<file path="config.mk">
export PLATFORM = sky130hd
export DESIGN_NAME = neuron_accumulator
export DESIGN_NICKNAME = d
export VERILOG_FILES = /design/src/rtl/neuron_accumulator.sv
export SDC_FILE = /design/constraint.sdc
export NUM_CORES = 1
export LEC_CHECK = 0
export CAP_MARGIN = 0
export CORE_AREA = 2 2 138 140
export DETAILED_ROUTE_END_ITERATION = 10
export DIE_AREA = 0 0 140 142
export HOLD_SLACK_MARGIN = 0.1
export PLACE_DENSITY = 0.7
export SLEW_MARGIN = 10
export SYNTH_ARGS = -nofsm -noshare
export SYNTH_HDL_FRONTEND = slang
export SYNTH_SLANG_ARGS = --single-unit
</file>
<file path="constraint.sdc">
create_clock -name clk -period 5 [get_ports clk]
set_clock_uncertainty 0.2 [all_clocks]
set_input_delay 1 -clock clk [delete_from_list [all_inputs] [get_ports clk]]
set_output_delay 1 -clock clk [all_outputs]
set_load 0.03 [all_outputs]
</file>
<file path="src/rtl/neuron_accumulator.sv">
// Multiply-accumulate back end of a fully-connected layer pass: consumes operand
// pairs, accumulates n_in terms per neuron, writes activated/saturated results.
module neuron_accumulator #(
   parameter int DATA_W    = 8,
   parameter int ACC_W     = 24,
   parameter int FRAC_BITS = 4,
   parameter int RELU      = 1
) (
   input  logic              clk,
   input  logic              reset,
   input  logic              start,
   input  logic [7:0]        n_in,
   input  logic [7:0]        n_out,
   input  logic [7:0]        write_base_addr,
   input  logic              in_valid,
   input  logic [DATA_W-1:0] weight_data,
   input  logic [DATA_W-1:0] neuro_data,
   output logic              busy,
   output logic              wr_en,
   output logic [7:0]        wr_addr,
   output logic [DATA_W-1:0] wr_data,
   output logic              done
);

   typedef enum logic [1:0] {IDLE, RUN, DRAIN, DONE} state_t;

   localparam logic signed [ACC_W-1:0] SAT_MAX = ACC_W'((1 << (DATA_W - 1)) - 1);
   localparam logic signed [ACC_W-1:0] SAT_MIN = ~SAT_MAX;

   state_t                     state;
   logic [7:0]                 n_in_r, n_out_r, base_r;
   logic [7:0]                 term_ctr, neuron_ctr, out_ctr;
   logic                       s1_valid, s1_first, s1_last;
   logic signed [2*DATA_W-1:0] s1_prod;
   logic                       s2_valid, s2_last;
   logic signed [ACC_W-1:0]    acc;

   logic                       accept, first_term, last_term, degenerate;
   logic signed [ACC_W-1:0]    shifted;
   logic [DATA_W-1:0]          act;

   always_comb begin
      accept     = (state == RUN) && in_valid && !start;
      first_term = (term_ctr == '0);
      last_term  = (term_ctr == n_in_r - 8'd1);
      degenerate = (n_in == '0) || (n_out == '0);
      shifted    = acc >>> FRAC_BITS;
      if (RELU != 0 && shifted < 0)
         act = '0;
      else if (shifted > SAT_MAX)
         act = SAT_MAX[DATA_W-1:0];
      else if (shifted < SAT_MIN)
         act = SAT_MIN[DATA_W-1:0];
      else
         act = shifted[DATA_W-1:0];
   end

   always_ff @(posedge clk) begin
      if (reset) begin
         state      <= IDLE;
         n_in_r     <= '0;
         n_out_r    <= '0;
         base_r     <= '0;
         term_ctr   <= '0;
         neuron_ctr <= '0;
         out_ctr    <= '0;
         s1_valid   <= 1'b0;
         s1_first   <= 1'b0;
         s1_last    <= 1'b0;
         s1_prod    <= '0;
         s2_valid   <= 1'b0;
         s2_last    <= 1'b0;
         acc        <= '0;
         busy       <= 1'b0;
         wr_en      <= 1'b0;
         wr_addr    <= '0;
         wr_data    <= '0;
         done       <= 1'b0;
      end else if (start) begin
         // Restart discards everything in flight, including a write about to issue.
         n_in_r     <= n_in;
         n_out_r    <= n_out;
         base_r     <= write_base_addr;
         term_ctr   <= '0;
         neuron_ctr <= '0;
         out_ctr    <= '0;
         s1_valid   <= 1'b0;
         s2_valid   <= 1'b0;
         s2_last    <= 1'b0;
         wr_en      <= 1'b0;
         busy       <= !degenerate;
         done       <= degenerate;
         state      <= degenerate ? DONE : RUN;
      end else begin
         s1_valid <= accept;
         if (accept) begin
            s1_prod  <= $signed(weight_data) * $signed(neuro_data);
            s1_first <= first_term;
            s1_last  <= last_term;
         end

         s2_valid <= s1_valid;
         s2_last  <= s1_valid && s1_last;
         if (s1_valid) begin
            if (s1_first)
               acc <= {{(ACC_W-2*DATA_W){s1_prod[2*DATA_W-1]}}, s1_prod};
            else
               acc <= acc + {{(ACC_W-2*DATA_W){s1_prod[2*DATA_W-1]}}, s1_prod};
         end

         wr_en <= s2_valid && s2_last;
         if (s2_valid && s2_last) begin
            wr_addr <= base_r + out_ctr;
            wr_data <= act;
            out_ctr <= out_ctr + 8'd1;
         end

         done <= 1'b0;
         case (state)
            IDLE: busy <= 1'b0;
            RUN: begin
               if (accept) begin
                  if (last_term) begin
                     term_ctr   <= '0;
                     neuron_ctr <= neuron_ctr + 8'd1;
                     if (neuron_ctr == n_out_r - 8'd1)
                        state <= DRAIN;
                  end else begin
                     term_ctr <= term_ctr + 8'd1;
                  end
               end
            end
            DRAIN: begin
               // out_ctr has already advanced past the index being written.
               if (wr_en && out_ctr == n_out_r) begin
                  state <= DONE;
                  done  <= 1'b1;
                  busy  <= 1'b0;
               end
            end
            DONE: begin
               state <= IDLE;
               busy  <= 1'b0;
            end
            default: state <= IDLE;
         endcase
      end
   end

endmodule

</file>
# Word level (Yosys, flattened, before mapping)
# Index checks and enable logic that the tools add are counted.
# W data, S select, Z words.
# word_totals
reg_bits	114
output_inout_bits	19
# op_classes
n_addsub	7
n_mul	1
magnitude_cmp	3
eq_ne	10
n_mux	18
bitwise	1
reduce_logical	23
# ops
operator	count
$mux W8	4
$add A24 B24 Y24	1
$add A8 B1 Y8 const B	3
$eq A8 B8 Y1	3
$logic_not A8 Y1	3
$mux W24	1
$gt A20 B8 Y1 const B	1
$lt A20 B1 Y1 const B	1
$lt A20 B8 Y1 const B	1
$mul A8 B8 Y16	1
$sub A8 B1 Y8 const B	2
$mux W2	6
$reduce_and A2 Y1	5
$ne A3 B3 Y1 const B	3
$add A8 B8 Y8	1
$pmux W2 S3	1
$logic_and A1 B1 Y1	5
$mux W1	5
$reduce_and A5 Y1	1
$eq A2 B2 Y1 const B	2
$reduce_bool A4 Y1	1
$reduce_or A2 Y1	2
$ne A3 B2 Y1 const B	1
$reduce_and A3 Y1	1
other kinds (7)	8

# Depth between registers and ports, before layout
# Gate-level depths: netlist of run 1.
# logic_depth
ltp_word	7
mapped_depth	18
depth_no_buf	18

# Least setup slack after synthesis of run 1
# Ideal clock, no wire load.
# synth_timing
path_kind	input port to flip-flop
start	in weight_data[3]
end	reg s1_prod[15]
arrival_ps	5144
t_required_ps	4714
setup_slack_ps	-429
path_stages	16
n_path_buf	0
cell_sequence	and2_1 fa_1 inv_1 fa_1 inv_1 fa_1 inv_1 fa_1 inv_1 ha_1 a2111oi_0 nor3_1 a2111oi_2 a21oi_1 xnor2_1 a211oi_1
# synth_via
elab_chain_len	1
# synth_lines
element	line_no	text
start, declared	16	input logic [DATA_W-1:0] weight_data,
$mul A8 B8 Y16	97	s1_prod <= $signed(weight_data) * $signed(neuro_data);
end signal, assigned	97	
end, declared	34	logic signed [2*DATA_W-1:0] s1_prod;
# No other way between the ends.
# A chain may end at the register's enable or synchronous reset.

# Worst setup path after layout of run 1
# layout_timing
start	in neuro_data[3]
end	reg s1_prod[13]
# layout_via
elab_chain_len	1
# layout_lines
element	line_no	text
start, declared	17	input logic [DATA_W-1:0] neuro_data,
$mul A8 B8 Y16	97	
# No other way between the ends.

==> flow_metrics.env, run 1 <==
export IMPL_slew_limit_headroom=0.333
export IMPL_setup_viol=0
export IMPL_wire_per_inst_um=13.9
export IMPL_fin_crit_ps=4900
export IMPL_grt_pass1_wl_um=33700
export IMPL_synth_avg_cell_area_um2=8.33
export IMPL_n_antenna_cell=0
export IMPL_cp_arrival_ps=5040
export IMPL_hold_path_class="register to register"
export IMPL_htreeDepth=4
export IMPL_setup_tns_ps=0
export IMPL_cts_hold_buf=0
export IMPL_syn_instance_count=1068
export IMPL_grt_pass1_vias=7047
export IMPL_cp_start_kind="input port"
export IMPL_antenna_found_initial=0
export IMPL_min_period_over_period=0.980
export IMPL_yosys_cell_types_count=58
export IMPL_port_buffers=62
export IMPL_grt_overflow_total=0
export IMPL_muxShareOfSynthArea=0.0363
export IMPL_required_ps=5140
export IMPL_drv_cap=0
export IMPL_rsz0062_at_grt="true"
export IMPL_worstReg2RegStart="n_in_r[0]"
export IMPL_path_buf_inv=6
export IMPL_die_h_um=142
export IMPL_crit_path_top_delay_cell="fa_1"
export IMPL_hp_start="wr_addr[3]"
export IMPL_place_gp_congestion=0.844
export IMPL_ir_worst_vdd_mv=0.282
export IMPL_numCtsBuffers=17
export IMPL_tightest_slew_ps=998
export IMPL_violations="DRC"
export IMPL_startpoint="neuro_data[3]"
export IMPL_synth_top_family_by_area="adder cells"
export IMPL_area_growth_pct=19.7
export IMPL_pin_count=63
export IMPL_status="complete, but fails checks"
export IMPL_core_um2=18500
export IMPL_dieArea_um2=19900
export IMPL_worstPathMaxFanout=6
export IMPL_vias=7389
export IMPL_endpoint_kind="register"
export IMPL_cts_tree="done"
export IMPL_power_density_nw_per_um2=356
export IMPL_fp_row_count=50
export IMPL_track_usage=0.206
export IMPL_ys_async_sr_fraction=0
export IMPL_synth_top_area_frac=0.257
export IMPL_critPathKind="input port to register"
export IMPL_yosysSeqAreaShare=0.257
export IMPL_nNetsFinal=1325
export IMPL_synthAdderAreaFrac=0.224
export IMPL_crit_chain="buf_8 -> and2_4 -> fa_1 -> inv_2 -> fa_1 -> inv_2 -> fa_1 -> inv_2 -> fa_1 -> inv_2 -> ha_4 -> a2111oi_4 -> nor3_2 -> a2111oi_4 -> buf_4 -> xnor2_2 -> nand2_1 -> a21oi_2"
export IMPL_synthSimpleGateAreaFrac=0.190
export IMPL_grt_max_degree=84
export IMPL_initial_core_util=0.482
export IMPL_finalHoldViolations=0
export IMPL_p_total_mw=3.79
export IMPL_fin_util=0.577
export IMPL_final_cell_mix="dfxtp_1, nor2_1, inv_1"
export IMPL_synth_nets=1237
export IMPL_routed_via_density=5.27
export IMPL_fmax_mhz=204
export IMPL_slew_viol_final=0
export IMPL_synth_top_area_cell="dfxtp_1"
export IMPL_synth_top_cells_by_area="dfxtp_1, fa_1, ha_1"
export IMPL_antenna_left=0
export IMPL_synth_seq_cells=114
export IMPL_die_w_um=140
export IMPL_insertion_delay_ps=420
export IMPL_drive_gt1_frac=0.112
export IMPL_layout_commonest_cell="dfxtp_1"
export IMPL_drc=3
export IMPL_leakagePower_nw=4.68
export IMPL_synthXorXnorAreaFrac=0.0854
export IMPL_drt_wl_total_um=19500
export IMPL_final_cells=1401
export IMPL_cp_slowest_stage_delay_ps=560
export IMPL_clockBufferDepth=2
export IMPL_netlist_area_um2=8900
export IMPL_dp_cells=1368
export IMPL_synth_flop_cell="dfxtp_1"
export IMPL_synth_compound_area_share=0.140
export IMPL_hpwl_um=14600
export IMPL_synth_edf_count=0
export IMPL_cts_sinks=114
export IMPL_hold_slack_ps=255
export IMPL_fill_cells=1651
export IMPL_cts_root_buffer="clkbuf_16"
export IMPL_yosysWarnings=0
export IMPL_dr_pass1_iters=8
export IMPL_cpLargestDelayFamily="adder cells"
export IMPL_path_clk_slew_ps=50
export IMPL_drtIter0Drc=396
==> stage by stage <==
stage / area, um^2 / setup slack (ps)
6_report: 10700 / 102
5_1_grt: 10700 / -56.6
4_1_cts: 10600 / 0.0613
3_5_place_dp: 10000 / -725
3_3_place_gp: 10000 / -651
2_1_floorplan: 8950 / 38.1
==> state kept, by name, summed over array words and instances, names as in the netlist, 8 cells and up <==
register,count
acc,24
base_r,8
n_in_r,8
n_out_r,8
neuron_ctr,8
out_ctr,8
s1_prod,16
term_ctr,8
wr_addr,8
wr_data,8
==> path summary, 6_finish.rpt <==
kind                      end  slack [ps]  cells after the start
setup reg to reg     state[1]        1860                     10
hold / removal     wr_addr[3]         250                      2
setup / recovery  s1_prod[13]         100                     18
hold reg to reg    wr_addr[3]         250                      2
==> kinds of logic (layout without fill, tap and decap cells) <==
| family | count (synthesis) | after routing |
|---|---|---|
| compound gates | 201 | 201 |
| xor+xnor | 85 | 85 |
| fa+ha+maj | 125 | 125 |
| buf+inv | 155 | 254 |
| flops | 114 | 114 |
| mux | 32 | 32 |
| simple gates | 356 | 356 |
==> worst reg2reg max path: cells and delay by family (launching register included) <==
family,cells,cell delay (ps)
AO/OA/AOI/OAI,5,920
multiplexers,1,370
buffers and inverters,1,80
flip-flops,1,440
AND/OR/NAND/NOR,1,570
adder cells (fa/ha/maj),1,300
XOR/XNOR,1,170
==> layer usage <==
metal | track usage | wire length (um)
met1 | 0.288 | 9610
met2 | 0.334 | 9210
met3 | 0.0410 | 565
met4 | 0.0431 | 149
met5 | 0 | 0
==> power by group <==
group	total [mW]	leakage, nW	switching [mW]	internal (mW)
logic	1.65	3.47	0.794	0.857
clock network	1.16	0.285	0.405	0.752
registers	0.986	0.925	0.0418	0.944
==> timing repair <==
item                       in CTS  in global routing
buffers inserted                1                  2
setup endpoints to repair       6                  6
gates cloned                    0                  0
pin swaps                      11                 22
gates resized for setup        54                 53
==> cells in the mapped netlist, drive strengths merged, types with 5 or more instances <==
master and count:
nor2b 11, nand3 13, dfxtp 114, and2 41
o211a 5, nand2 94, xnor2 46, clkbuf 36
xor2 39, o21ai 45, a31oi 8, ha 68
nand4 12, buf 10, and3 13, nand3b 5
inv 109, nor4 10, a21oi 77, or3 5
o21a 5, a211oi 12, fa 57, nand2b 8
nor3 23, a21o 11, o22ai 5, mux2i 30
nor2 110, o211ai 10
==> cell type report <==
class / count / area [um^2] / area share
Sequential cell: 114 / 2280 / 0.214
Timing Repair Buffer: 115 / 983 / 0.0923
Clock buffer: 25 / 515 / 0.0484
Inverter: 109 / 409 / 0.0384
Clock inverter: 5 / 50.0 / 0.00470
Tap cell: 234 / 293 / 0.0275
Multi-Input combinational cell: 799 / 6120 / 0.574
No activity file was read; power rests on OpenSTA's default activity.
==> run 2: changes to the inputs <==
Settings changed: CTS_CLUSTER_DIAMETER from default to 60.
==> results of run 2 <==
No change in the layout: final DEF, timing and power equal those of run 1.
==> run 3: changes to the inputs <==
Settings changed: ABC_AREA from default to 1, CORE_AREA 2 2 138 140 to 2 2 142 144, CTS_CLUSTER_SIZE from default to 20, DIE_AREA 0 0 140 142 to 0 0 144 146, GPL_TIMING_DRIVEN from default to 0.
==> flow_metrics.env, run 3 <==
export IMPL_drt_wl_total_um=23500
export IMPL_die_h_um=146
export IMPL_yosysWarnings=0
export IMPL_status="complete, no violations"
export IMPL_path_clk_slew_ps=50
export IMPL_drtIter0Drc=541
export IMPL_synth_flop_cell="dfxtp_1"
export IMPL_cp_arrival_ps=4910
export IMPL_min_period_over_period=0.957
export IMPL_top_register="acc"
export IMPL_dp_slack_ps=-718
export IMPL_routed_via_density=5.18
export IMPL_worstPathMaxFanout=8
export IMPL_initial_core_util=0.485
export IMPL_largest_register_ffs=24
export IMPL_cts_tree="done"
export IMPL_synth_avg_cell_area_um2=7.00
export IMPL_switchingPower_mw=1.38
export IMPL_insertion_delay_ps=420
export IMPL_cp_start_kind="input port"
export IMPL_antenna_found_initial=0
export IMPL_use_met3=0.0408
export IMPL_fill_cells=1832
export IMPL_grt_busiest_layer="met2"
export IMPL_fp_row_count=51
export IMPL_r2r_cells=13
export IMPL_final_cells=1684
export IMPL_yosysSeqAreaShare=0.243
export IMPL_cts_sinks=114
export IMPL_required_ps=5120
export IMPL_setup_tns_ps=0
export IMPL_core_um2=19300
export IMPL_placed_area_um2=10200
export IMPL_yosys_top_cells_count="nand2_1, inv_1, a21oi_1, dfxtp_1, nor2_1"
export IMPL_grt_max_degree=17
export IMPL_drc=0
export IMPL_synth_edf_count=0
export IMPL_critical_path_endpoint="s1_prod[15]"
export IMPL_synth_top_area_cell="dfxtp_1"
export IMPL_drive_gt1_frac=0.0726
export IMPL_worstReg2RegStart="s1_prod[0]"
export IMPL_netlist_area_um2=9380
export IMPL_finalHoldViolations=0
export IMPL_finalInstanceArea_um2=10900
export IMPL_area_growth_pct=16.7
export IMPL_startpoint="neuro_data[2]"
export IMPL_ys_async_sr_fraction=0
export IMPL_drv_cap=0
export IMPL_cts_root_buffer="clkbuf_16"
export IMPL_place_gp_congestion=0.911
export IMPL_grt_overflow_total=0
export IMPL_synth_top_area_frac=0.243
export IMPL_grt_pass1_wl_um=38800
export IMPL_hpwl_um=18400
export IMPL_die_w_um=144
export IMPL_ir_worst_vdd_mv=0.289
export IMPL_r2r_slack_ps=2430
export IMPL_grt_pass1_vias=8196
export IMPL_switching_share=0.358
export IMPL_dp_cells=1651
export IMPL_numCtsBuffers=17
export IMPL_r2r_end="acc[18]"
export IMPL_syn_instance_count=1340
export IMPL_antenna_left=0
export IMPL_internal_power_mw=2.48
export IMPL_final_cell_mix="nand2_1, inv_1, a21oi_1"
export IMPL_reg_top3="acc x24, s1_prod x16"
export IMPL_fin_ws_ps=216
export IMPL_tightest_slew_ps=832
export IMPL_slew_limit_headroom=0.443
export IMPL_htreeDepth=4
export IMPL_combPwrFrac=0.399
export IMPL_port_buffers=46
export IMPL_pin_count=63
export IMPL_endpoint_kind="register"
export IMPL_dr_pass1_iters=5
export IMPL_power_density_nw_per_um2=352
export IMPL_critPathKind="input port to register"
export IMPL_power_frac_seq=0.254
export IMPL_leakagePower_nw=5.21
export IMPL_synth_seq_cells=114
export IMPL_synth_top_cells_by_area="dfxtp_1, fa_1, nand2_1"
export IMPL_vias=8727
export IMPL_track_usage=0.230
export IMPL_synth_most_common_cell="nand2_1"
export IMPL_slew_viol_final=0
export IMPL_clockBufferDepth=2
export IMPL_use_met1=0.308
export IMPL_setup_viol=0
export IMPL_fin_crit_ps=4780
export IMPL_nNetsFinal=1575
export IMPL_yosys_cell_types_count=45
export IMPL_power_share_clock=0.347
export IMPL_layout_commonest_cell="nand2_1"
export IMPL_grt_util_met2=0.386
export IMPL_synth_nets=1509
export IMPL_dieArea_um2=21000
export IMPL_n_antenna_cell=0
export IMPL_hold_path_class="register to register"
export IMPL_wire_per_inst_um=13.9
export IMPL_fmax_mhz=209
run 3: critical path, cell delays in order:
cell	delay (ps)
clkbuf_2	180
nand2_2	130
inv_1	80
fa_2	630
inv_2	70
fa_1	530
inv_1	50
fa_1	500
inv_1	50
fa_1	510
inv_2	50
ha_4	270
inv_2	60
nor4_4	260
nand3_1	130
nand4_1	100
nand3b_1	110
nand3_1	70
nand2_1	70
inv_1	30
run 3: worst min-delay path by stage:
stage / slack [ps] / to / depth (start not counted) / from
3_5_place_dp: 260 / wr_data[2] / 2 / wr_data[2]
4_1_cts: 270 / wr_data[2] / 2 / wr_data[2]
5_1_grt: 300 / wr_data[7] / 2 / wr_data[7]
6_report: 260 / wr_data[2] / 2 / wr_data[2]
3_3_place_gp: 260 / wr_addr[7] / 2 / wr_addr[7]
2_1_floorplan: 220 / s2_last / 2 / s1_last
run 3: kinds of logic after synthesis:
logic type	Yosys count	share of synthesized area
AO/OA/AOI/OAI	259	0.147
AND/OR/NAND/NOR	514	0.241
XOR/XNOR	45	0.0420
buffers and inverters	283	0.115
adder cells (fa/ha/maj)	125	0.212
flip-flops	114	0.243
run 3: power groups by stage:
stage	Sequential, mW	Clock (mW)	Combinational, mW
final	0.981	1.34	1.54
after global routing	0.984	1.40	1.78
after CTS	0.980	1.35	1.47
after detailed placement	0.999	0	1.45
after global placement	0.998	0	1.42
after floorplan	0.989	0	1.17
run 3: final cells by class:
| type | instances | area (um^2) | area share |
|---|---|---|---|
| Sequential cell | 114 | 2280 | 0.209 |
| Timing Repair Buffer | 47 | 463 | 0.0423 |
| Tap cell | 265 | 332 | 0.0303 |
| Buffer | 46 | 203 | 0.0185 |
| Clock inverter | 8 | 146 | 0.0134 |
| Multi-Input combinational cell | 943 | 6120 | 0.560 |
| Inverter | 237 | 890 | 0.0813 |
| Clock buffer | 24 | 502 | 0.0459 |
run 3: layer usage:
metal	wire length [um]	vias to the layer above
li1	-	4419
met1	10700	4104
met2	11400	175
met3	1010	29
met4	353	0
met5	0	-
run 3: stage by stage:
step	hold WS, ps	power, mW	utilization
2_1_floorplan	225	2.16	-
3_3_place_gp	258	2.41	0.530
3_5_place_dp	259	2.45	0.530
4_1_cts	267	3.79	0.563
5_1_grt	302	4.16	0.566
6_report	263	3.85	0.566
run 3: repair_timing:
action                                  4_1_cts  5_1_grt
pin swaps                                     0        2
buffers inserted                              0        1
resized for setup                             5       22
hold buffers                                  0        0
endpoints found under the setup margin        6        5
gates cloned                                  0        0
